### config.mk
export PLATFORM = sky130hd
export DESIGN_NAME = imem_loader
export DESIGN_NICKNAME = d
export VERILOG_FILES = /design/src/rtl/imem_loader.sv
export SDC_FILE = /design/constraint.sdc
export NUM_CORES = 1
export LEC_CHECK = 0
export BUFFER_PORTS_ARGS = -buffer_cell sky130_fd_sc_hd__buf_2
export CORE_AREA = 2 2 92 112
export CTS_CLUSTER_SIZE = 10
export DETAILED_ROUTE_END_ITERATION = 12
export DIE_AREA = 0 0 94 114
export PLACE_DENSITY = 0.67
export SETUP_SLACK_MARGIN = 0.5
export SLEW_MARGIN = 20
export SYNTH_ARGS = -nofsm -noshare
export SYNTH_HDL_FRONTEND = slang
export SYNTH_SLANG_ARGS = --single-unit
### constraint.sdc
create_clock -name clock_i -period 2.2 [get_ports clock_i]
set_input_delay 0.44 -clock clock_i [delete_from_list [all_inputs] [get_ports clock_i]]
set_output_delay 0.44 -clock clock_i [all_outputs]
set_load 0.05 [all_outputs]
### src/rtl/imem_loader.sv
// Instruction-memory program loader: assembles a little-endian byte stream into 32-bit IM writes
// and holds the CPU until the image is complete. Define IMEM_LOADER_CHECKSUM_EN for a trailing checksum word.
module imem_loader #(
    parameter int ADDR_WIDTH = 10
) (
    input  logic                  clock_i,
    input  logic                  reset_i,
    input  logic                  load_start_i,
    input  logic [ADDR_WIDTH:0]   load_count_i,
    input  logic [7:0]            s_data_i,
    input  logic                  s_valid_i,
    output logic                  s_ready_o,
    output logic                  im_we_o,
    output logic [ADDR_WIDTH-1:0] im_addr_o,
    output logic [31:0]           im_wdata_o,
    output logic                  cpu_hold_o,
    output logic                  busy_o,
    output logic                  done_o,
    output logic                  error_o
);

    localparam logic [ADDR_WIDTH:0] DEPTH = {1'b1, {ADDR_WIDTH{1'b0}}};
    localparam logic [ADDR_WIDTH:0] ONE   = {{ADDR_WIDTH{1'b0}}, 1'b1};

    typedef enum logic [1:0] {
        ST_IDLE  = 2'd0,
        ST_RECV  = 2'd1,
        ST_CHECK = 2'd2,
        ST_DONE  = 2'd3
    } state_e;

    state_e                state_q;
    logic [ADDR_WIDTH:0]   count_q;
    logic [ADDR_WIDTH:0]   word_idx_q;
    logic [1:0]            byte_idx_q;
    logic [31:0]           word_q;
    logic                  s_ready_q;
    logic                  im_we_q;
    logic [ADDR_WIDTH-1:0] im_addr_q;
    logic [31:0]           im_wdata_q;
    logic                  cpu_hold_q;
    logic                  busy_q;
    logic                  done_q;
    logic                  error_q;
`ifdef IMEM_LOADER_CHECKSUM_EN
    logic [31:0]           sum_q;
    logic                  hold_err_q;
`endif

    logic [31:0] word_d;
    logic        accept_s;
    logic        word_done_s;
    logic        last_word_s;
    logic        count_ok_s;

    // Merge the incoming byte into its lane and decode the stream/count conditions.
    always_comb begin
        word_d      = word_q;
        accept_s    = s_valid_i && s_ready_q;
        case (byte_idx_q)
            2'd0:    word_d[7:0]   = s_data_i;
            2'd1:    word_d[15:8]  = s_data_i;
            2'd2:    word_d[23:16] = s_data_i;
            2'd3:    word_d[31:24] = s_data_i;
            default: word_d        = word_q;
        endcase
        if (accept_s && (byte_idx_q == 2'd3)) begin
            word_done_s = 1'b1;
        end else begin
            word_done_s = 1'b0;
        end
        last_word_s = ((word_idx_q + ONE) == count_q);
        if ((load_count_i != {(ADDR_WIDTH+1){1'b0}}) && (load_count_i <= DEPTH)) begin
            count_ok_s = 1'b1;
        end else begin
            count_ok_s = 1'b0;
        end
    end

    // Loader FSM with all outputs registered.
    always_ff @(posedge clock_i) begin
        if (reset_i) begin
            state_q    <= ST_IDLE;
            count_q    <= {(ADDR_WIDTH+1){1'b0}};
            word_idx_q <= {(ADDR_WIDTH+1){1'b0}};
            byte_idx_q <= 2'd0;
            word_q     <= 32'd0;
            s_ready_q  <= 1'b0;
            im_we_q    <= 1'b0;
            im_addr_q  <= {ADDR_WIDTH{1'b0}};
            im_wdata_q <= 32'd0;
            cpu_hold_q <= 1'b0;
            busy_q     <= 1'b0;
            done_q     <= 1'b0;
            error_q    <= 1'b0;
`ifdef IMEM_LOADER_CHECKSUM_EN
            sum_q      <= 32'd0;
            hold_err_q <= 1'b0;
`endif
        end else begin
            im_we_q <= 1'b0;
            done_q  <= 1'b0;
            case (state_q)
                ST_IDLE: begin
                    if (load_start_i && count_ok_s) begin
                        count_q    <= load_count_i;
                        word_idx_q <= {(ADDR_WIDTH+1){1'b0}};
                        byte_idx_q <= 2'd0;
                        word_q     <= 32'd0;
                        error_q    <= 1'b0;
                        s_ready_q  <= 1'b1;
                        cpu_hold_q <= 1'b1;
                        busy_q     <= 1'b1;
                        state_q    <= ST_RECV;
`ifdef IMEM_LOADER_CHECKSUM_EN
                        sum_q      <= 32'd0;
                        hold_err_q <= 1'b0;
`endif
                    end else if (load_start_i) begin
                        error_q <= 1'b1;
                    end else begin
                        state_q <= ST_IDLE;
                    end
                end
                ST_RECV: begin
                    if (accept_s) begin
                        word_q     <= word_d;
                        byte_idx_q <= byte_idx_q + 2'd1;
                    end
                    if (word_done_s) begin
                        im_we_q    <= 1'b1;
                        im_addr_q  <= word_idx_q[ADDR_WIDTH-1:0];
                        im_wdata_q <= word_d;
                        word_idx_q <= word_idx_q + ONE;
`ifdef IMEM_LOADER_CHECKSUM_EN
                        sum_q      <= sum_q + word_d;
                        if (last_word_s) begin
                            state_q <= ST_CHECK;
                        end
`else
                        if (last_word_s) begin
                            s_ready_q <= 1'b0;
                            done_q    <= 1'b1;
                            state_q   <= ST_DONE;
                        end
`endif
                    end
                end
`ifdef IMEM_LOADER_CHECKSUM_EN
                // The trailing word is the expected sum; it is compared, never written to IM.
                ST_CHECK: begin
                    if (accept_s) begin
                        word_q     <= word_d;
                        byte_idx_q <= byte_idx_q + 2'd1;
                    end
                    if (word_done_s) begin
                        s_ready_q <= 1'b0;
                        done_q    <= 1'b1;
                        state_q   <= ST_DONE;
                        if (word_d != sum_q) begin
                            error_q    <= 1'b1;
                            hold_err_q <= 1'b1;
                        end
                    end
                end
`endif
                ST_DONE: begin
                    busy_q  <= 1'b0;
                    state_q <= ST_IDLE;
`ifdef IMEM_LOADER_CHECKSUM_EN
                    cpu_hold_q <= hold_err_q;
`else
                    cpu_hold_q <= 1'b0;
`endif
                end
                default: begin
                    s_ready_q  <= 1'b0;
                    busy_q     <= 1'b0;
                    cpu_hold_q <= 1'b0;
                    state_q    <= ST_IDLE;
                end
            endcase
        end
    end

    assign s_ready_o  = s_ready_q;
    assign im_we_o    = im_we_q;
    assign im_addr_o  = im_addr_q;
    assign im_wdata_o = im_wdata_q;
    assign cpu_hold_o = cpu_hold_q;
    assign busy_o     = busy_q;
    assign done_o     = done_q;
    assign error_o    = error_q;

endmodule

==> results.json <==
{
  "grt_start_max_net_pins": 70,
  "power_w": 0.00351,
  "detail-route-antenna-nets": 0,
  "finalSetupTns_ps": 0,
  "std_cell_rows": 40,
  "synth-edff-count": 0,
  "htree_num_levels": 3,
  "fp.dieH_um": 114,
  "wl_met2_um": 6140,
  "clockBufferDepth": 2,
  "drt-met1-wl_um": 4530,
  "holdPathStages": 3,
  "synthArstFlopShare_pct": 0,
  "clock.fmax_ghz": 0.541,
  "rsz0062_at_grt": "yes",
  "worst_pin_slew_ps": 599,
  "slowest_stage": "dfxtp_4",
  "required_ps": 2440,
  "start_util_pct": 43.7,
  "ys.flop_type": "dfxtp_1",
  "fp.dieW_um": 94,
  "status": "finished clean",
  "drive_gt1_share_pct": 32.7,
  "hold_viol_final": 0,
  "io_buffers": 70,
  "coreArea_um2": 9760,
  "cts_root_buf": "clkbuf_16",
  "r2r-start": "word_idx_q[0]$_SDFFE_PP0P_",
  "synth-seq-area-share_pct": 45.6,
  "syn_inst": 459,
  "avgSynthCellArea_um2": 9.28,
  "area_growth_pct": 28.4,
  "die_area_um2": 10700,
  "grt_pass1_wl_um": 17800,
  "antenna_found_initial": 0,
  "critical_path.cell_chain": "ha_4, nand4_1, buf_4, or2_2, o21ai_4, a31oi_4, nor4_2",
  "critPathKind": "flop to flop",
  "r2r_slack_ps": 350,
  "cp_slowest_stage_delay_ps": 370,
  "dr.pass1.iters": 4,
  "routed_wirelength_um": 11600,
  "hold_end": "count_q[4]$_SDFFE_PP0P_",
  "worstHoldStart": "load_count_i[4]",
  "crit_path_start_kind": "flop",
  "cts_tree": "done",
  "hold_path_class": "primary input to flop",
  "min_period_ps": 1850,
  "setup-violations-final": 0,
  "synthDistinctLibCells": 50,
  "drt_iter0_markers": 160,
  "syn-cell-area_um2": 4260,
  "dr_wl_met3_um": 510,
  "wire_per_inst_um": 17.3,
  "drv_cap": 0,
  "grt_pass1_vias": 3616,
  "crit_fanout": 4,
  "gr-total-overflow": 0,
  "power_density_nw_per_um2": 642,
  "path_clk_slew_ps": 70,
  "dp_cells": 630,
  "top_layer": "met4",
  "finalNonFillerCells": 667,
  "viasPerCell": 5.63,
  "yosys_warnings": 0,
  "drc": 0,
  "synth_fp_nets": 487,
  "arrival_ps": 2090,
  "utilization_pct": 56.0,
  "grt_util_all_layers_pct": 21.5,
  "ir_worst_vdd_mv": 0.499,
  "end_kind": "flop",
  "diodes": 0,
  "fin_skew_ps": 6.09,
  "r2r-end": "state_q[1]$_SDFFE_PP0P_",
  "pin_count": 71,
  "synth_seq_cells": 97,
  "cts_sinks": 97,
  "fin_crit_sh_pct": 84.1,
  "p_leak_nw": 2.07,
  "slew_viol_final": 0,
  "via_count": 3752,
  "clk_latency_ps": 340,
  "dpl.hpwl_um": 7070,
  "reg2regPathDepth": 7,
  "slew-limit-headroom_pct": 59.7,
  "gp_congestion": 0.866,
  "final_nets": 564,
  "cts-buffers-inserted": 9
}
==> cell type report <==
| cell class | count | area (um2) |
|---|---|---|
| fillers | 907 | 4290 |
| clock buffers | 12 | 246 |
| repair buffers | 103 | 728 |
| flip-flops and latches | 97 | 1960 |
| well taps | 126 | 158 |
| inverters | 8 | 30.0 |
| clock inverters | 4 | 27.5 |
| multi-input cells | 317 | 2320 |
==> through the flow <==
stage                     instance area, um2  worst slack (ps)  hold WS [ps]
after global placement                  4750             -59.8           446
after floorplan                         4300               423           441
final                                   5470               350           343
after CTS                               5320               341           338
after global routing                    5470               266           358
after detailed placement                4750              -118           447
==> power by group <==
| group | internal (W) | total (W) | switching (W) | leakage (nW) |
|---|---|---|---|---|
| logic | 0.000101 | 0.000268 | 0.000167 | 1.15 |
| registers | 0.00177 | 0.00179 | 0.0000180 | 0.789 |
| clock network | 0.000799 | 0.00145 | 0.000656 | 0.133 |
==> placed cells by master (no fill, tap or decap), drive strengths merged, types with 9 or more instances in the layout <==
master  count
a32o       24
inv         9
o21ai      17
clkbuf     12
nor2       60
nand2      42
a211oi     25
dfxtp      97
nor3       12
buf       102
a21oi      33
mux2i      35
==> per-layer routing <==
layer	vias up	GRT usage, %
met5	-	0
met4	0	11.2
met3	28	3.10
met2	112	38.3
met1	1805	24.6
li1	1807	-
==> flip-flops by register name, indices dropped and copies added, names as in the netlist <==
register and flops:
count_q 11, done_o 1, error_o 1, state_q 2, im_wdata_o 32, word_q 24
word_idx_q 11, im_we_o 1, s_ready_o 1, byte_idx_q 2, busy_o 1, im_addr_o 10
==> cell families (layout without fill, tap and decap cells) <==
family,Yosys count,in the layout,synth area share [%]
simple gates,152,152,17.9
compound gates,114,114,19.7
xor+xnor,11,11,2.26
fa+ha+maj,5,5,1.47
buf+inv,45,127,4.85
flops,97,97,45.6
mux,35,35,8.22
==> Yosys cell counts, types with 8 or more instances <==
master / instances / area (um2)
mux2i_1: 35 / 350
nand2_1: 42 / 158
xnor2_1: 8 / 70.1
o21ai_0: 14 / 70.1
a211oi_1: 25 / 188
clkbuf_1: 21 / 78.8
inv_1: 8 / 30.0
a21oi_1: 33 / 165
nor3_1: 10 / 50.1
a32o_1: 24 / 240
nor2_1: 59 / 221
dfxtp_1: 97 / 1940
==> repair_timing <==
item                                   CTS  global route
setup buffers                           16             3
endpoints found under the hold margin    0             0
pin swaps                               14            19
hold buffers                             0             0
setup endpoints to repair               69            60
cloned                                   2             0
gates resized for setup                 29            33
==> how the worst max path moves through the flow <==
stage / from / end / slack (ps)
2_1_floorplan: load_count_i[7] / count_q[0]$_SDFFE_PP0P_ / 420
3_3_place_gp: load_count_i[1] / s_ready_o$_SDFFE_PP0P_ / -60
6_report: word_idx_q[0]$_SDFFE_PP0P_ / state_q[1]$_SDFFE_PP0P_ / 350
3_5_place_dp: load_count_i[1] / s_ready_o$_SDFFE_PP0P_ / -120
4_1_cts: word_idx_q[0]$_SDFFE_PP0P_ / s_ready_o$_SDFFE_PP0P_ / 340
5_1_grt: word_idx_q[0]$_SDFFE_PP0P_ / s_ready_o$_SDFFE_PP0P_ / 270
==> worst max-delay path: cells and delay by family, from the launching register on <==
| family | cells | cell delay, ps |
|---|---|---|
| compound gates | 2 | 280 |
| buf+inv | 1 | 180 |
| simple gates | 3 | 750 |
| fa+ha+maj | 1 | 160 |
| flops | 1 | 370 |
Note: power is estimated with default switching activity, not from simulation.
